$ cat config.mk
export PLATFORM = sky130hd
export DESIGN_NAME = video_timing_gen
export DESIGN_NICKNAME = d
export VERILOG_FILES = /design/src/rtl/video_timing_gen.sv
export SDC_FILE = /design/constraint.sdc
export NUM_CORES = 1
export LEC_CHECK = 0
export BUFFER_PORTS_ARGS = -buffer_cell sky130_fd_sc_hd__buf_2
export CAP_MARGIN = 20
export CORE_UTILIZATION = 25
export CTS_BUF_LIST = sky130_fd_sc_hd__clkbuf_8
export DETAILED_ROUTE_END_ITERATION = 16
export GPL_TIMING_DRIVEN = 0
export PLACE_DENSITY = 0.44
export SKIP_LAST_GASP = 1
export SYNTH_ARGS = -nofsm -noshare
export SYNTH_HDL_FRONTEND = slang
export SYNTH_SLANG_ARGS = --single-unit
$ cat constraint.sdc
create_clock -name clk -period 2.8 [get_ports clk]
set_clock_uncertainty 0.05 [all_clocks]
set_input_delay 0.7 -clock clk [delete_from_list [all_inputs] [get_ports clk]]
set_output_delay 0.7 -clock clk [all_outputs]
set_load 0.01 [all_outputs]
$ cat src/rtl/video_timing_gen.sv
// Raster timing generator: pixel clock-enable divider, h/v counters, sync/blank decodes,
// line/frame strobes and a once-per-frame CPU interrupt latch with acknowledge.
module video_timing_gen #(
  parameter int unsigned CLK_DIV       = 4,
  parameter int unsigned HW            = 9,
  parameter int unsigned VW            = 9,
  parameter int unsigned H_TOTAL       = 384,
  parameter int unsigned H_BLANK_START = 256,
  parameter int unsigned H_BLANK_END   = 0,
  parameter int unsigned H_SYNC_START  = 304,
  parameter int unsigned H_SYNC_END    = 336,
  parameter int unsigned V_TOTAL       = 264,
  parameter int unsigned V_BLANK_START = 224,
  parameter int unsigned V_BLANK_END   = 0,
  parameter int unsigned V_SYNC_START  = 240,
  parameter int unsigned V_SYNC_END    = 244,
  parameter int unsigned IRQ_LINE      = 224
) (
  input  logic          clk,
  input  logic          nRESET,
  output logic          pix_ce,
  output logic [HW-1:0] hcount,
  output logic [VW-1:0] vcount,
  output logic          hsync_n,
  output logic          vsync_n,
  output logic          csync_n,
  output logic          hblank,
  output logic          vblank,
  output logic          line_start,
  output logic          frame_start,
  output logic          irq_n,
  input  logic          intack_n
);

  localparam int unsigned DW = (CLK_DIV > 1) ? $clog2(CLK_DIV) : 1;
  localparam logic [DW-1:0] DIV_LAST = DW'(CLK_DIV - 1);
  localparam logic [HW-1:0] H_LAST   = HW'(H_TOTAL - 1);
  localparam logic [VW-1:0] V_LAST   = VW'(V_TOTAL - 1);
  localparam logic [VW-1:0] IRQ_V    = VW'(IRQ_LINE);

  generate
    if (64'(H_TOTAL) > (64'd1 << HW)) begin : g_h_range
      $error("video_timing_gen: H_TOTAL does not fit in HW bits");
    end
    if (64'(V_TOTAL) > (64'd1 << VW)) begin : g_v_range
      $error("video_timing_gen: V_TOTAL does not fit in VW bits");
    end
  endgenerate

  // Half-open window START <= c < END, wrapping when START > END, empty when equal.
  function automatic logic in_win(input logic [31:0] c, input logic [31:0] s,
                                  input logic [31:0] e);
    logic r;
    r = 1'b0;
    if (s < e)      r = (c >= s) && (c < e);
    else if (s > e) r = (c >= s) || (c < e);
    return r;
  endfunction

  localparam logic HS0 = in_win(32'd0, H_SYNC_START, H_SYNC_END);
  localparam logic VS0 = in_win(32'd0, V_SYNC_START, V_SYNC_END);
  localparam logic HB0 = in_win(32'd0, H_BLANK_START, H_BLANK_END);
  localparam logic VB0 = in_win(32'd0, V_BLANK_START, V_BLANK_END);

  logic [DW-1:0] div;
  logic [DW-1:0] div_nxt;
  logic [HW-1:0] h_nxt;
  logic [VW-1:0] v_nxt;
  logic          h_wrap;
  logic          hs_nxt;
  logic          vs_nxt;
  logic          hb_nxt;
  logic          vb_nxt;
  logic          irq_set;

  // Next counts and decodes; outputs register these so they stay aligned with the counts.
  always_comb begin
    div_nxt = (div == DIV_LAST) ? '0 : div + 1'b1;
    h_wrap  = (hcount == H_LAST);
    h_nxt   = h_wrap ? '0 : hcount + 1'b1;
    v_nxt   = vcount;
    if (h_wrap) v_nxt = (vcount == V_LAST) ? '0 : vcount + 1'b1;
    hs_nxt  = in_win(32'(h_nxt), H_SYNC_START, H_SYNC_END);
    vs_nxt  = in_win(32'(v_nxt), V_SYNC_START, V_SYNC_END);
    hb_nxt  = in_win(32'(h_nxt), H_BLANK_START, H_BLANK_END);
    vb_nxt  = in_win(32'(v_nxt), V_BLANK_START, V_BLANK_END);
    irq_set = pix_ce && h_wrap && (v_nxt == IRQ_V);
  end

  always_ff @(posedge clk) begin
    if (!nRESET) begin
      div         <= '0;
      pix_ce      <= 1'b0;
      hcount      <= '0;
      vcount      <= '0;
      hsync_n     <= ~HS0;
      vsync_n     <= ~VS0;
      csync_n     <= ~HS0 & ~VS0;
      hblank      <= HB0;
      vblank      <= VB0;
      line_start  <= 1'b0;
      frame_start <= 1'b0;
      irq_n       <= 1'b1;
    end else begin
      div         <= div_nxt;
      pix_ce      <= (div_nxt == DIV_LAST);
      line_start  <= 1'b0;
      frame_start <= 1'b0;
      if (pix_ce) begin
        hcount      <= h_nxt;
        vcount      <= v_nxt;
        hsync_n     <= ~hs_nxt;
        vsync_n     <= ~vs_nxt;
        csync_n     <= ~hs_nxt & ~vs_nxt;
        hblank      <= hb_nxt;
        vblank      <= vb_nxt;
        line_start  <= h_wrap;
        frame_start <= h_wrap && (v_nxt == '0);
      end
      // A set in the same clock as an acknowledge wins.
      if (irq_set)        irq_n <= 1'b0;
      else if (!intack_n) irq_n <= 1'b1;
    end
  end

endmodule
==> summary.md, run 1 <==
For this block, the routed nets add up to 4.07 mm of wire. In this run the tool buffered the top-level ports with 29 buffer cells. The post-synthesis cell type with the largest combined area is dfxtp_1. The H-tree depth is 2, and the number of post-CTS setup repair buffers is 0.

The share of final-layout standard cells stronger than drive strength 1 was 0.223; the synthesized net count was 201. During synthesis, Yosys emitted a total of 0 warnings. The run gives 1870 sq um as the standard cell area after detailed placement. The area fraction of the dominant cell type after synthesis is 0.357. The synthesized design contains 0 enable-type register cells. The total of endpoints with negative setup slack in the final report came out at 0. Before CTS, the worst setup slack after placement is -0.165 ns. The mean instance size in the synthesized netlist came out at 8.43 sq um. The arrival time reported for the critical path endpoint came out at 2.73 ns. The area taken by multi-input logic gates was 1000 sq um. The clock net in this run drives a total of 29 sinks.

The run gives 0 as the number of antenna violations at the first check in global routing. The flip-flop cell with the highest count after synthesis is dfxtp_1. The total overflow left after global routing is 0. The number of filler cells placed in the layout is 705. For the netlist area before placement, the log shows 1630 sq um. Gate family responsible for the most delay along the worst path: simple AND/OR/NAND/NOR gates. The clock passes through at most 2 buffers. The maximum net fanout on the critical path is 8. Critical path's slowest cell: or4_4.

For this design the static power due to leakage is 0.774 nW. In the routed design, unresolved DRC markers number 0. The total of flip-flops plus latches after synthesis is 29.

Clock tree synthesis inserted a total of 5 buffers. The tools report the initial detailed-routing violation count as 100. The fraction of registers with async set/reset is 0, and the maximum number of pins on one net before global-route repair is 11. Compared with the post-synthesis result, the final layout area differs by 21.9%. The logs give 30 for the boundary pin count and 0 for the final count of hold timing violations. The worst setup slack after layout was 0.153 ns. The part of the Yosys area used for sequential elements came out at 0.357.

The worst-case IR drop observed on VDD is 0.156 mV. The internal power of the cells totals 0.637 mW. For the headroom to the max-slew limit, the log shows 0.667.

The total area inside the core boundary comes to 6310 sq um. The final hold slack was 0.409 ns. The smallest clock period supported by the final layout is computed as 2.65 ns. The run gives 2.91 mm as the HPWL after detailed placement.

The cell sitting at the root of the clock tree is a clkbuf_8. The worst setup path is launched from a flip-flop. The proportion of total power due to net switching came out at 0.233.

The logs give 0.416 for the clock network fraction of design power and 29 for the placement row count. The setup path with the least slack is of type reg -> reg. Setup repair after global routing left no endpoint under its margin. The starting density of the core was 0.258; the sequential cell area was 583 sq um. The number of routed nets with antenna violations is 0. Total global routing track utilization: 0.129. The via count of the first global-routing pass was 1314; the gate count of the mapped netlist was 193.

Measured along the x axis, the die boundary spans 82.7 microns. For this design the total switching power over the nets is 0.194 mW. The fraction of power consumed by sequential logic was 0.521; the via-per-instance ratio was 4.82.

The path class of the tightest hold or removal check is reg -> reg. Ranked by instance count, the synthesized netlist is headed by dfxtp_1 (29), nand2_1 (23), nor2_1 (12). The first-pass detailed-route iteration total is 4. After the last flow step, the layout net total stands at 237. The final routed wire length divided by cell count is 13.3 microns.

The most common cell in the netlist was dfxtp_1. STA classifies the critical path endpoint as a flip-flop. The area enclosed by the die boundary came out at 6830 sq um.

After clock tree synthesis, the clock-pin slew on the worst setup and hold paths is 0.06 ns. The synthesized netlist contains 46 unique library cells. The maximum operating frequency is 378 MHz, and the required time at the endpoint of the critical path is 2.88 ns.

The run gives 1475 as the via count of the routed design. The logic gate share of total power is 0.063, and the post-cts sizing count is 3. In this run the power density over the cells is 419 nW/um^2. The number of diodes is 0, and the placer's final routability congestion estimate is 0.775. On the worst path, the slowest cell contributes a delay of 0.55 ns.

The clock reaches the later pin of the worst-skew pair after 0.28 ns. After routing the design area is 1980 sq um. The run finished with clean final reports.

By area the synthesized netlist is led by dfxtp_1 (36%), nand2_1 (5.3%), xnor2_1 (4.8%). Across the run, the number of max-cap violations was 0. The number of max-slew violations in the final report was 0; the slew at the pin with the worst max-slew slack was 0.499 ns. Walking the worst path, the cells encountered are ha_2, nand4b_1, or4_4, xor2_1, or3_1, nor4b_4, o221ai_1. The vertical die dimension came out at 82.7 microns. For the first-pass GRT wire length, the log shows 6.50 mm. The period utilization works out to 0.945.

Total buffers and inverters traversed by the critical path: 0. Buffers inserted to repair hold after CTS numbered 0. TritonCTS built the clock tree.
[power groups by stage]
stage | clock (mW) | sequential, mW | combinational (mW)
after global placement | 0 | 0.442 | 0.0524
after global routing | 0.387 | 0.434 | 0.0595
final | 0.345 | 0.433 | 0.0522
after floorplan | 0 | 0.443 | 0.0307
after CTS | 0.360 | 0.433 | 0.0532
after detailed placement | 0 | 0.442 | 0.0530
[cells in the final DEF, fill, tap and decap left out, types with 6 or more instances in the layout]
cell type	n
nor2_1	11
dfxtp_1	27
buf_2	30
a21boi_0	6
clkbuf_8	6
o21ai_0	7
clkbuf_1	7
nand3_1	8
inv_1	8
a21oi_1	8
nand2_1	23
and2_1	7
xnor2_1	9
nor2b_1	7
[state kept, by name, indices dropped and copies added, names as in the netlist]
| name | flops |
|---|---|
| vsync_n | 1 |
| irq_n | 1 |
| csync_n | 1 |
| hsync_n | 1 |
| frame_start | 1 |
| line_start | 1 |
| pix_ce | 1 |
| vcount | 9 |
| vblank | 1 |
| hblank | 1 |
| div | 2 |
| hcount | 9 |
[through the flow]
step	setup TNS [ns]	instances	utilization	total power [mW]
2_1_floorplan	0	193	-	0.474
3_3_place_gp	-0.452	299	0.296	0.494
3_5_place_dp	-0.385	299	0.296	0.495
4_1_cts	0	306	0.311	0.845
5_1_grt	0	306	0.314	0.881
6_report	0	306	0.314	0.830
[routing by layer]
| metal | up-vias | global-route usage | share of wire |
|---|---|---|---|
| li1 | 760 | - | - |
| met1 | 686 | 0.173 | 0.51 |
| met2 | 24 | 0.192 | 0.44 |
| met3 | 5 | 0.0396 | 0.039 |
| met4 | 0 | 0.0517 | 0.011 |
| met5 | - | 0 | 0 |
[path summary, 6_finish.rpt]
kind	start	cells past startpoint	end	slack, ns
worst max-delay path	hcount[0]	7	csync_n	0.15
worst min-delay path	div[0]	1	div[0]	0.41
worst max register to register	hcount[0]	7	csync_n	0.15
worst min register to register	div[0]	1	div[0]	0.41
[cells by family (layout without fill, tap and decap cells)]
kind of cell    count (synthesis)  in the layout  synth area share
fa+ha+maj                       5              5            0.0385
buf+inv                        17             53            0.0446
compound gates                 38             38             0.163
mux                             3              3            0.0185
flops                          29             29             0.357
xor+xnor                       11             11            0.0592
simple gates                   90             90             0.319
[area by class of cell]
cell class,instances,share of cell area
Buffer,10,0.0233
Clock buffer,6,0.0416
Clock inverter,1,0.00189
Inverter,7,0.0132
Multi-Input combinational cell,147,0.504
Sequential cell,29,0.294
Tap cell,77,0.0486
Timing Repair Buffer,29,0.0732
(Power assumes the default switching activity.)
==> inputs of run 2 (changes only) <==
--- a/config.mk
+++ b/config.mk
@@ -7,6 +7,7 @@
 export LEC_CHECK = 0
 export BUFFER_PORTS_ARGS = -buffer_cell sky130_fd_sc_hd__buf_2
 export CAP_MARGIN = 20
+export CORE_ASPECT_RATIO = 0.6
 export CORE_UTILIZATION = 25
 export CTS_BUF_LIST = sky130_fd_sc_hd__clkbuf_8
 export DETAILED_ROUTE_END_ITERATION = 16
==> run 2 against run 1 <==
  * Flip-flop and latch count stayed put
  * Non-clock buffer count rose by 2
  * Count of clock-buffer cells in the layout unchanged
  * Worst setup slack about the same
  * Sequential power is essentially flat
  * Die area rose by 0.16%
  * Power increased by 1.4%
  * Highest routed layer unchanged
==> summary.md, run 2 (synthesized netlist as in run 1, its figures left out) <==
The run finished with clean final reports. The tools report the via count of the routed design as 1455 (was 1475). The logs give 0.637 mW (about the same) for the internal power summed over all cells and 6840 sq um (was 6830 sq um) for the area enclosed by the die boundary.

The met2 wirelength from detailed routing came out at 1.49 mm (was 1.78 mm). The run gives 0.513 (was 0.521) as the fraction of power consumed by sequential logic. For the number of buffers on the longest clock path, the log shows 2 (unchanged). The arrival time reported for the critical path endpoint was 2.72 ns (was 2.73 ns).

The origin of the worst min-delay path is div[0] (unchanged). The net load switching power is 0.205 mW (was 0.194 mW), and the starting density of the core is 0.263 (was 0.258). The launching point of the worst reg2reg path is hcount[0] (unchanged). The logs give 0.312 mV (was 0.156 mV) for the worst IR drop on VDD and 6.85 mm (was 6.50 mm) for the first-pass GRT wire length.

The logs give 22 (was 29) for the placement row count and 0 (unchanged) for the DRC violations left. The number of CTS-inserted buffers was 5 (unchanged); the proportion of total power due to net switching was 0.244 (was 0.233). The final hold slack was 0.408 ns (was 0.409 ns); the boundary pin count was 30 (unchanged). The critical path's slowest cell was or4_4 (unchanged). The tools report the total of endpoints with negative setup slack in the final report as 0 (unchanged). The top routing layer in use was met4 (unchanged). The tools report the endpoint of the most critical register-to-register path as csync_n (unchanged). The run gives 0.784 nW (was 0.774 nW) as the leakage power figure. The length in cells of the worst reg-to-reg path came out at 7 (unchanged). For the number of max-slew violations in the final report, the log shows 0 (unchanged). The total wire length was 4.26 mm (was 4.07 mm).

The gate family responsible for the most delay along the worst path is simple AND/OR/NAND/NOR gates (unchanged). The tools report the number of antenna violations at the first check in global routing as 0 (unchanged). Total global routing track utilization: 0.131 (was 0.129). The standard cell area after detailed placement was 1880 sq um (was 1870 sq um).

Commonest cells after routing, fill and taps aside: buf_2 (30), dfxtp_1 (27), nand2_1 (23) (unchanged). Kind of launch point of the worst setup path: a flip-flop (unchanged). Worst setup slack after layout: 0.152 ns (was 0.153 ns). The tools report the number of diodes as 0 (unchanged). TritonCTS built the clock tree. The run gives 0 (unchanged) as the final count of hold timing violations.

The setup TNS was 0 ns (unchanged); the number of cells on the worst hold path was 1 (unchanged). The path class of the lowest-slack min-delay path was reg -> reg (unchanged). The number of nets in the finished design is 239 (was 237).

Critical Path, Cell by Cell: ha_2, nand4b_1, or4_4, xor2_1, or3_1, nor4b_4, o221ai_1 (unchanged). The via-per-instance ratio was 4.62 (was 4.82); the number of buffers inserted by port buffering was 29 (unchanged). The clock network fraction of design power is 0.424 (was 0.416).

The logic gate share of total power is 0.063 (about the same), and the register clock-pin slew on the reported worst setup and hold paths is 0.07 ns (was 0.06 ns). The initial detailed-routing violation count is 42 (was 100), and the total grt overflow is 0 (unchanged). The number of filler cells placed in the layout is 669 (was 705).

The maximum net fanout on the critical path was 8 (unchanged); the total length of routed met3 wires was 273 microns (was 158 microns). The tools report the detailed-routing wirelength on met1 as 2.47 mm (was 2.08 mm). The max-capacitance violation count is 0 (unchanged), and the slew at the pin with the worst max-slew slack is 0.574 ns (was 0.499 ns).

For the number of clock sinks, the log shows 29 (unchanged). The final standard cell area without fillers is 2000 sq um (was 1980 sq um), and the period utilization is 0.946 (was 0.945). The final routed wire length divided by cell count is 13.5 microns (was 13.3 microns). The chip width was 106 microns (was 82.7 microns). The logs give 0.826 (was 0.775) for the placer's final routability congestion estimate and 0.28 ns (about the same) for the clock latency at the later pin of the worst-skew pair. Maximum number of pins on one net before global-route repair: 11 (unchanged).

Total power density per cell area: 421 nW/um^2 (was 419 nW/um^2). The type of the worst setup path is reg -> reg (unchanged). The maximum operating frequency was 378 MHz (about the same); the final critical path time including I/O delays and setup was 2.65 ns (about the same). The post-placement setup slack is -0.165 ns (about the same), and the share of final-layout standard cells stronger than drive strength 1 is 0.225 (was 0.223).

The total buffers and inverters traversed by the critical path came out at 0 (unchanged). The area added between synthesis and finish was 23.0% (was 21.9%); the via count of the first global-routing pass was 1261 (was 1314). The internal reg-to-reg setup slack is 0.15 ns (about the same). The logs give 6190 sq um (was 6310 sq um) for the placeable core region and 3.12 mm (was 2.91 mm) for the HPWL after detailed placement. The H-tree depth came out at 2 (unchanged).

The sort of element at the end of the critical path is a flip-flop (unchanged). The required time at the endpoint of the critical path is 2.87 ns (was 2.88 ns). The most common cell after layout, fill and taps aside is buf_2 (unchanged).

The largest stage delay on the critical path was 0.55 ns (about the same). The buffer cell driving the clock tree root is clkbuf_8 (unchanged). The vertical die dimension is 64.5 microns (was 82.7 microns). Setup repair after global routing could not meet its margin everywhere. For the final standard cell utilization of the core, the log shows 0.323 (was 0.314). The capture endpoint of the worst hold path was div[0] (unchanged). Headroom to the max-slew limit: 0.617 (was 0.667). The first-pass detailed-route iteration total was 4 (unchanged).

Largest registers: hcount: 9 flops, vcount: 9 flops, div: 2 flops (unchanged). The number of routed nets with antenna violations was 0 (unchanged).
## run 2: area by class of cell
| type | instances | area (sq um) | area share |
|---|---|---|---|
| Buffer | 10 | 46.3 | 0.0231 |
| Inverter | 7 | 26.3 | 0.0131 |
| Clock buffer | 6 | 82.6 | 0.0413 |
| Timing Repair Buffer | 31 | 160 | 0.0801 |
| Clock inverter | 1 | 3.75 | 0.00188 |
| Sequential cell | 29 | 583 | 0.291 |
| Multi-Input combinational cell | 147 | 993 | 0.497 |
| Tap cell | 84 | 105 | 0.0525 |
## run 2: how the worst max path moves through the flow
stage                     slack, ns           to  startpoint  depth (start not counted)
after floorplan                0.23      csync_n   hcount[0]                          7
after CTS                      0.03      csync_n   hcount[1]                          7
final                          0.15      csync_n   hcount[0]                          7
after global placement        -0.15      csync_n   hcount[0]                          7
after global routing         -0.007  frame_start   hcount[0]                          7
after detailed placement      -0.17      csync_n   hcount[0]                          7
## run 2: power by group through the flow
stage | registers, mW | logic (mW) | clock network [mW]
6_report | 0.432 | 0.0527 | 0.357
3_3_place_gp | 0.442 | 0.0529 | 0
2_1_floorplan | 0.443 | 0.0307 | 0
4_1_cts | 0.432 | 0.0538 | 0.367
5_1_grt | 0.434 | 0.0592 | 0.383
3_5_place_dp | 0.441 | 0.0529 | 0
## run 2: through the flow
stage,cells,power [mW]
global route,315,0.876
detailed placement,306,0.494
finish,315,0.842
floorplan,193,0.474
global placement,306,0.495
CTS,313,0.853
## run 2: routing by layer
metal | vias to the layer above | global-route usage
li1 | 761 | -
met5 | - | 0
met4 | 0 | 0.0313
met2 | 35 | 0.153
met3 | 2 | 0.0453
met1 | 657 | 0.212
## run 2: timing repair
action / CTS / global route
pin swaps: 0 / 1
buffers inserted: 0 / 2
gates resized for setup: 4 / 2
setup endpoints to repair: 4 / 4
hold buffers: 0 / 0
